===== src/rtl/btn_pkg.sv =====
// rtl/btn_pkg.sv - shared state enum, counter width and default timing for the button decoder
package btn_pkg;

    localparam int CNT_W               = 32;
    localparam int DEF_CLK_HZ          = 27000000;
    localparam int DEF_DEBOUNCE_CYCLES = 270000;
    localparam int DEF_LONG_CYCLES     = 27000000;

    typedef enum logic [1:0] {
        IDLE    = 2'd0,
        MEASURE = 2'd1,
        REPORT  = 2'd2
    } btn_state_t;

    function automatic logic [CNT_W-1:0] sat_inc(input logic [CNT_W-1:0] val);
        return (val == {CNT_W{1'b1}}) ? val : val + 1'b1;
    endfunction

endpackage


===== src/rtl/pin_debounce.sv =====
// rtl/pin_debounce.sv - two-flop synchronizer followed by a stability-count debouncer
module pin_debounce
    import btn_pkg::*;
#(
    parameter int DEBOUNCE_CYCLES = DEF_DEBOUNCE_CYCLES
) (
    input  logic clk,
    input  logic rst_n,
    input  logic din,
    output logic dout
);

    localparam int CW = ($clog2(DEBOUNCE_CYCLES) > 0) ? $clog2(DEBOUNCE_CYCLES) : 1;
    localparam logic [CW-1:0] CNT_LAST = CW'(DEBOUNCE_CYCLES - 1);

    logic          sync_a;
    logic          sync_b;
    logic [CW-1:0] stable_cnt;

    always_ff @(posedge clk or negedge rst_n) begin
        if (!rst_n) begin
            sync_a     <= 1'b0;
            sync_b     <= 1'b0;
            stable_cnt <= '0;
            dout       <= 1'b0;
        end else begin
            sync_a <= din;
            sync_b <= sync_a;
            // Any return to the accepted level restarts the stability window.
            if (sync_b != dout) begin
                if (stable_cnt == CNT_LAST) begin
                    dout       <= sync_b;
                    stable_cnt <= '0;
                end else begin
                    stable_cnt <= stable_cnt + 1'b1;
                end
            end else begin
                stable_cnt <= '0;
            end
        end
    end

endmodule


===== src/rtl/button_press_decoder.sv =====
// rtl/button_press_decoder.sv - classifies debounced button presses as short or long and reports their length
module button_press_decoder
    import btn_pkg::*;
#(
    parameter int CLK_HZ          = DEF_CLK_HZ,
    parameter int DEBOUNCE_CYCLES = DEF_DEBOUNCE_CYCLES,
    parameter int LONG_CYCLES     = DEF_LONG_CYCLES
) (
    input  logic             clk,
    input  logic             rst_n,
    input  logic             ipin,
    output logic             pressed,
    output logic             short_press,
    output logic             long_press,
    output logic             hold_active,
    output logic [CNT_W-1:0] press_len
);

    localparam logic [CNT_W-1:0] LONG_TH = CNT_W'(LONG_CYCLES);

    if (CLK_HZ < 1 || DEBOUNCE_CYCLES < 1 || LONG_CYCLES < 1) begin : g_param_check
        $error("button_press_decoder: CLK_HZ, DEBOUNCE_CYCLES and LONG_CYCLES must be positive");
    end

    btn_state_t       state;
    logic [CNT_W-1:0] len_cnt;
    logic             db_level;

    pin_debounce #(
        .DEBOUNCE_CYCLES(DEBOUNCE_CYCLES)
    ) u_debounce (
        .clk  (clk),
        .rst_n(rst_n),
        .din  (ipin),
        .dout (db_level)
    );

    assign pressed = db_level;

    always_ff @(posedge clk or negedge rst_n) begin
        if (!rst_n) begin
            state       <= IDLE;
            len_cnt     <= '0;
            press_len   <= '0;
            hold_active <= 1'b0;
            short_press <= 1'b0;
            long_press  <= 1'b0;
        end else begin
            short_press <= 1'b0;
            long_press  <= 1'b0;
            case (state)
                IDLE: begin
                    len_cnt     <= '0;
                    hold_active <= 1'b0;
                    // The first cycle seen high is itself a pressed cycle, so it counts as 1.
                    if (db_level) begin
                        len_cnt     <= CNT_W'(1);
                        hold_active <= (CNT_W'(1) >= LONG_TH);
                        state       <= MEASURE;
                    end
                end
                MEASURE: begin
                    if (db_level) begin
                        len_cnt     <= sat_inc(len_cnt);
                        hold_active <= (sat_inc(len_cnt) >= LONG_TH);
                    end else begin
                        press_len   <= len_cnt;
                        hold_active <= 1'b0;
                        short_press <= (len_cnt < LONG_TH);
                        long_press  <= (len_cnt >= LONG_TH);
                        state       <= REPORT;
                    end
                end
                REPORT: begin
                    state <= IDLE;
                end
                default: begin
                    state <= IDLE;
                end
            endcase
        end
    end

endmodule


===== config.mk =====
export PLATFORM = sky130hd
export DESIGN_NAME = button_press_decoder
export DESIGN_NICKNAME = d
export VERILOG_FILES = /design/src/rtl/btn_pkg.sv /design/src/rtl/pin_debounce.sv /design/src/rtl/button_press_decoder.sv
export SDC_FILE = /design/constraint.sdc
export NUM_CORES = 1
export LEC_CHECK = 0
export ABC_CLOCK_PERIOD_IN_PS = 5500
export CAP_MARGIN = 20
export CORE_ASPECT_RATIO = 0.9
export CORE_UTILIZATION = 36
export CTS_CLUSTER_DIAMETER = 150
export DETAILED_ROUTE_END_ITERATION = 16
export PLACE_DENSITY_LB_ADDON = 0.1
export SLEW_MARGIN = 20
export SYNTH_ARGS = -nofsm -noshare
export SYNTH_HDL_FRONTEND = slang
export SYNTH_HIERARCHICAL = 1
export SYNTH_SLANG_ARGS = --single-unit

===== constraint.sdc =====
create_clock -name clk -period 5.5 [get_ports clk]
set_input_delay 1.1 -clock clk [delete_from_list [all_inputs] [get_ports clk]]
set_output_delay 1.1 -clock clk [all_outputs]
set_load 0.02 [all_outputs]

==> results of run 1 <==
[registers in the layout (all words and copies together), names as in the netlist]
name and cells:
u_debounce/sync_a 1, press_len 32, short_press 1, u_debounce/stable_cnt 19
u_debounce/dout 1, u_debounce/sync_b 1, len_cnt 32, long_press 1
state 2, hold_active 1
[power groups by stage]
stage	clock [mW]	sequential [mW]	combinational [mW]
after floorplan	0	0.686	0.00497
after global placement	0	0.687	0.0218
after detailed placement	0	0.687	0.0221
after CTS	0.647	0.674	0.0220
after global routing	0.676	0.674	0.0250
final	0.627	0.674	0.0204
[cell usage in the layout, fill, tap and decap left out, types with 5 or more instances in the layout]
cell type / count
nand3_1: 18
a211oi_1: 5
and4_1: 6
a31oi_1: 12
nor2_1: 36
dfrtp_1: 91
and2_1: 5
nor3_1: 9
mux2_2: 33
o21ai_0: 49
xnor2_1: 15
or3_1: 8
nand4_1: 18
buf_4: 5
xor2_1: 8
and3_1: 9
o31ai_1: 6
clkdlybuf4s50_1: 37
inv_1: 12
nor4_1: 9
clkbuf_16: 9
a21oi_1: 27
nand2_1: 31
[cells by family (layout without fill, tap and decap cells)]
group,count (synthesis),in the layout,share of synthesized area (%)
xor+xnor,23,23,4.22
mux,34,34,7.99
compound gates,125,125,16.0
simple gates,167,167,19.3
flops,91,91,47.7
fa+ha+maj,3,3,0.786
buf+inv,47,69,4.03
[per-layer routing]
| metal | part of all wire [%] | global-route usage [%] | up-vias |
|---|---|---|---|
| met2 | 45 | 26.1 | 56 |
| met1 | 50 | 26.0 | 1855 |
| met3 | 3.4 | 5.09 | 13 |
| met4 | 1.6 | 5.14 | 0 |
| met5 | 0 | 0 | - |
| li1 | - | - | 1831 |
[area by class of cell]
| class | instances | area share (%) |
|---|---|---|
| repair buffers | 42 | 7.37 |
| multi-input cells | 352 | 41.6 |
| clock inverters | 2 | 0.633 |
| inverters | 12 | 0.814 |
| well taps | 164 | 3.71 |
| flip-flops and latches | 91 | 41.1 |
| clock buffers | 13 | 4.70 |
[metrics by stage]
stage,cell area [um^2],util [%]
2_1_floorplan,4780,-
3_3_place_gp,5240,40.8
3_5_place_dp,5240,40.8
4_1_cts,5540,43.1
5_1_grt,5540,43.1
6_report,5540,43.1
[worst paths after layout]
check / cells past startpoint / slack [ns] / to
hold reg to reg: 0 / 0.35 / u_debounce/sync_b$_DFF_PN0_
max in group asynchronous: 2 / 3.71 / press_len[2]$_DFFE_PN0P_
hold / removal: 0 / 0.35 / u_debounce/sync_b$_DFF_PN0_
min in group asynchronous: 1 / 0.73 / short_press$_DFF_PN0_
setup / recovery: 8 / 2.37 / hold_active$_DFFE_PN0P_
setup reg to reg: 8 / 2.37 / hold_active$_DFFE_PN0P_
[critical path, cell delays in order (launching register included)]
cell,delay (ns)
dfrtp_1,0.45
ha_1,0.29
nand2_1,0.20
or3_1,0.57
nor3_2,0.65
o31ai_1,0.16
a2111oi_0,0.49
o211ai_1,0.16
nand4_1,0.09
==> summary.md, run 1 <==
| Metric | Value |
|---|---|
| Outcome | `completed` |
| Vias in the first global route | `3640` |
| Type of origin of the critical path | `register` |
| Ports | `39` |
| Antenna Cells | `0` |
| Final hold violations | `0` |
| CTS max path bufs | `2` |
| Synth area leader | `dfrtp_1` |
| Top FF cell, synth | `dfrtp_1` |
| Tightest Hold Check Type | `register to register` |
| Multi-input logic area | `between 2000 and 2500 um^2` |
| Total CTS buffers | `9` |
| Synth unique cells | `54` |
| Tot Pwr | `1.32 mW` |
| P_int | `between 1 and 1.5 mW` |
| Share of layout cells above drive strength 1 | `roughly 12%` |
| Register area | `~2300 um^2` |
| GR Overflow Total | `0` |
| Setup violators final | `0` |
| Core area | `12800 um^2` |
| Power Density | `239 nW/um^2` |
| Hold Path Origin | `u_debounce/sync_a$_DFF_PN0_` |
| Die Y-Extent | `about 110 um` |
| Sum of negative setup slack | `0 ns` |
| Die ar. | `approximately 14000 um^2` |
| RSZ-0062 raised after global routing | `false` |
| CTS root buf | `clkbuf_16` |
| Top cell type's share of synthesized area | `between 40% and 50%` |
| Worst Setup Slack, final | `approximately 2.4 ns` |
| Largest cells by area after synthesis | `dfrtp_1, mux2_2, o21ai_0` |
| Seq pwr share | `roughly half` |
| Post-cts gate resize count | `0` |
| Vias | `~3800` |
| Worst reg2reg path startpoint | `len_cnt[0]$_DFFE_PN0P_` |
| Gpl congestion | `approximately 0.8` |
| Final Max Slew Viols | `0` |
| Dpl ws | `between 2 and 2.5 ns` |
| Antenna-violating nets left | `0` |
| Mapped cell area | `between 4000 and 5000 um^2` |
| Max Cap Viol | `0` |
| Yosys warnings | `6` |
| Gate Count Post-Synth | `490` |
| Pin count of the biggest net entering global routing | `53` |
| Worst-margin pin slew | `0.954 ns` |
| Worst Path Arrival | `3.41 ns` |
| Post-synth top cells | `dfrtp_1, o21ai_0, nor2_1` |
| Worst setup startpoint | `len_cnt[0]$_DFFE_PN0P_` |
| Final WL | `11000 um` |
| Net load switching power | `approximately 270 uW` |
| Area growth, synth to finish | `15.9%` |
| Clk_lat worst skew | `between 0.3 and 0.4 ns` |
| Fill cells | `1251` |
| Pleak | `between 2 and 2.5 nW` |
| DP Cell Count | `661` |
| DR WL/cell | `between 15 and 20 um` |
| TritonCTS clock tree | `yes` |
| Die W | `~120 um` |
| Buffers on Ports | `38` |
| H-tree levels | `3` |
| Post-DP HPWL | `~7500 um` |
| Avg Vias per Cell | `~5.6` |
| Switching share of power | `around a fifth` |
| Post-synthesis net count | `roughly 500` |
| Final hold slack | `approximately 0.35 ns` |
| Fraction of registers with async set/reset | `between 90% and 100%` |
| Post-route minimum period | `3.13 ns` |
| Syn avg cell area | `9.75 um^2` |
| Comb power frac | `approximately 1.5%` |
| Sequential area share after synthesis | `a little under half` |
| WS Path Type | `register to register` |
| Clock sink count | `91` |
| CTS clk-pin slew, worst paths | `0.06 ns` |
| Flops & latches, synth | `91` |
| Final Non-Filler Cells | `a little under 700` |
| Period utilization | `between 50% and 60%` |
| Hold buffers post-CTS | `0` |
| # DRC | `0` |
| EDFF count, synth | `0` |
| Max IR drop VDD | `around 0.15 mV` |
| Post-layout nets | `between 500 and 600` |
| Max frequency | `approximately 0.32 GHz` |
| Drt pass-1 iters | `4` |
| Antenna violations before repair | `0` |
| CP endpoint kind | `register` |
| GRT Util Overall | `18.1%` |
| Clock group share of total power | `47.4%` |
| Clk_skew | `between 0.006 and 0.007 ns` |
| # rows | `39` |
| First-iteration detailed-routing DRC count | `220` |
| Initial core utilization | `37.2%` |
| First-pass GRT wire length | `roughly 19000 um` |
| Critical Path RT | `5.78 ns` |
| Worst slew margin | `~36%` |
| Setup Buffers After CTS | `0` |
| Cell with the most instances after synthesis | `dfrtp_1` |
| Crit-path max FO | `11` |
Note: power is estimated with default switching activity, not from simulation.
==> inputs of run 2 (changes only) <==
--- a/config.mk
+++ b/config.mk
@@ -5,7 +5,7 @@
 export SDC_FILE = /design/constraint.sdc
 export NUM_CORES = 1
 export LEC_CHECK = 0
-export ABC_CLOCK_PERIOD_IN_PS = 5500
+export ABC_CLOCK_PERIOD_IN_PS = 3000
 export CAP_MARGIN = 20
 export CORE_ASPECT_RATIO = 0.9
 export CORE_UTILIZATION = 36
==> constraint.sdc (replaced) <==
create_clock -name clk -period 3 [get_ports clk]
set_input_delay 0.6 -clock clk [delete_from_list [all_inputs] [get_ports clk]]
set_output_delay 0.6 -clock clk [all_outputs]
set_load 0.02 [all_outputs]
==> run 2 against run 1 <==
Net effect:
- register-to-register slack worse by 2.1 ns
- via count up 1.9%
- sequential power is 84% higher
- global-route usage increased by 0.32 points
- sequential cell count is the same
- cell area increased by 3.5%
- die area unchanged
- utilization increased by 1.5 points
- critical path type unchanged
- critical endpoint unchanged
==> summary.md, run 2 (synthesized netlist as in run 1, its figures left out) <==
| Metric | Value |
|---|---|
| Outcome | `completed` |
| Gpl congestion | `0.854` |
| Worst-margin pin slew | `0.781 ns` |
| Worst Setup Slack, final | `roughly 0.24 ns` |
| Period utilization | `roughly 90%` |
| CP endpoint kind | `register` |
| RSZ-0062 raised after global routing | `false` |
| Sum of negative setup slack | `0 ns` |
| Switching share of power | `20.1%` |
| Core area | `between 10000 and 15000 um^2` |
| GRT Util Overall | `18.4%` |
| Final Max Slew Viols | `0` |
| Crit-path max FO | `9` |
| Max frequency | `roughly 0.36 GHz` |
| WS Path Type | `register to register` |
| Antenna-violating nets left | `0` |
| Dpl ws | `approximately 0.21 ns` |
| Net load switching power | `approximately 520 uW` |
| H-tree levels | `3` |
| Clk_skew | `0.00588 ns` |
| Worst slew margin | `between 40% and 50%` |
| Die Y-Extent | `roughly 110 um` |
| Clock group share of total power | `about half` |
| Share of layout cells above drive strength 1 | `15.4%` |
| P_int | `between 2 and 2.5 mW` |
| Seq pwr share | `47.5%` |
| Buffers on Ports | `38` |
| Type of origin of the critical path | `register` |
| DR WL/cell | `about 16 um` |
| Setup violators final | `0` |
| CTS clk-pin slew, worst paths | `approximately 0.060 ns` |
| Max IR drop VDD | `between 0.3 and 0.4 mV` |
| Ports | `39` |
| Tightest Hold Check Type | `primary input to asynchronous set/reset pin` |
| Comb power frac | `1.5%` |
| Most common cell after layout, fill and taps aside | `dfrtp_1` |
| Area growth, synth to finish | `20.0%` |
| Clock sink count | `91` |
| First-iteration detailed-routing DRC count | `roughly 200` |
| Post-DP HPWL | `~7800 um` |
| Post-route minimum period | `between 2 and 3 ns` |
| # DRC | `0` |
| Power Density | `454 nW/um^2` |
| Die ar. | `13700 um^2` |
| First-pass GRT wire length | `19500 um` |
| Most frequent cells in the layout | `dfrtp_1, o21ai_0, clkdlybuf4s50_1` |
| Biggest regs | `len_cnt (32), press_len (32), u_debounce/stable_cnt (19)` |
| Clk_lat worst skew | `approximately 0.35 ns` |
| # rows | `39` |
| Worst Path Arrival | `~3 ns` |
| Hold buffers post-CTS | `0` |
| Final WL | `roughly 11000 um` |
| Antenna violations before repair | `0` |
| Initial core utilization | `37.2%` |
| Max Cap Viol | `0` |
| Pin count of the biggest net entering global routing | `slightly below 60` |
| Total CTS buffers | `9` |
| CTS max path bufs | `2` |
| TritonCTS clock tree | `yes` |
| Drt pass-1 iters | `5` |
| Avg Vias per Cell | `5.54` |
| Die W | `123 um` |
| CTS root buf | `clkbuf_16` |
| Critical Path RT | `between 3 and 4 ns` |
| Pleak | `2.40 nW` |
| Vias | `3826` |
| GR Overflow Total | `0` |
| Post-layout nets | `around 530` |
| Vias in the first global route | `between 3000 and 4000` |
| Final hold violations | `0` |
| Antenna Cells | `0` |
run 2: per-layer routing:
metal  vias to the layer above  share of wire [%]  track usage, %
met5                         -                  0               0
met4                         0               0.62            5.78
li1                       1867                  -               -
met3                         4                4.2            5.14
met2                        81                 44            26.2
met1                      1874                 51            26.6
run 2: final cells by class:
class / instances / area, um^2
clock buffer: 10 / 239
clock inverter: 6 / 111
fill: 1245 / 7100
inverter: 12 / 45.0
multi-input combinational: 352 / 2330
sequential: 91 / 2280
tap: 164 / 205
timing repair buffer: 55 / 518
run 2: worst paths after layout:
check | cells after the start | from | slack, ns | end
setup / recovery | 7 | len_cnt[27]$_DFFE_PN0P_ | 0.24 | hold_active$_DFFE_PN0P_
min in group clk | 0 | u_debounce/sync_a$_DFF_PN0_ | 0.36 | u_debounce/sync_b$_DFF_PN0_
setup reg to reg | 7 | len_cnt[27]$_DFFE_PN0P_ | 0.24 | hold_active$_DFFE_PN0P_
max in group asynchronous | 2 | rst_n | 2.12 | u_debounce/stable_cnt[0]$_DFF_PN0_
hold / removal | 1 | rst_n | 0.21 | press_len[24]$_DFFE_PN0P_
hold reg to reg | 0 | u_debounce/sync_a$_DFF_PN0_ | 0.36 | u_debounce/sync_b$_DFF_PN0_
run 2: power groups by stage:
| stage | combinational (mW) | sequential [mW] | clock [mW] |
|---|---|---|---|
| after floorplan | 0.00911 | 1.26 | 0 |
| after global placement | 0.0419 | 1.26 | 0 |
| after detailed placement | 0.0425 | 1.26 | 0 |
| after CTS | 0.0427 | 1.24 | 1.37 |
| after global routing | 0.0478 | 1.24 | 1.41 |
| final | 0.0394 | 1.24 | 1.33 |
run 2: timing repair:
item                                    in CTS  in global routing
endpoints found under the setup margin       0                  2
buffers inserted                             0                  0
gates resized for setup                      0                  4
run 2: stage by stage:
stage / total power, mW / instances / area [um^2] / util, % / hold slack, ns
floorplan: 1.27 / 490 / 4780 / - / 0.304
global placement: 1.30 / 674 / 5350 / 41.7 / 0.336
detailed placement: 1.30 / 674 / 5350 / 41.7 / 0.338
CTS: 2.64 / 690 / 5700 / 44.4 / 0.231
global route: 2.70 / 690 / 5730 / 44.7 / 0.245
finish: 2.60 / 690 / 5730 / 44.7 / 0.210
run 2: worst max-delay path, stage by stage, from the launching register on:
cell	delay (ns)
dfrtp_1	0.48
nand4_1	0.34
nor4_4	0.63
a31oi_1	0.37
a211oi_1	0.33
o2111ai_1	0.19
a22oi_1	0.18
nand4_1	0.11
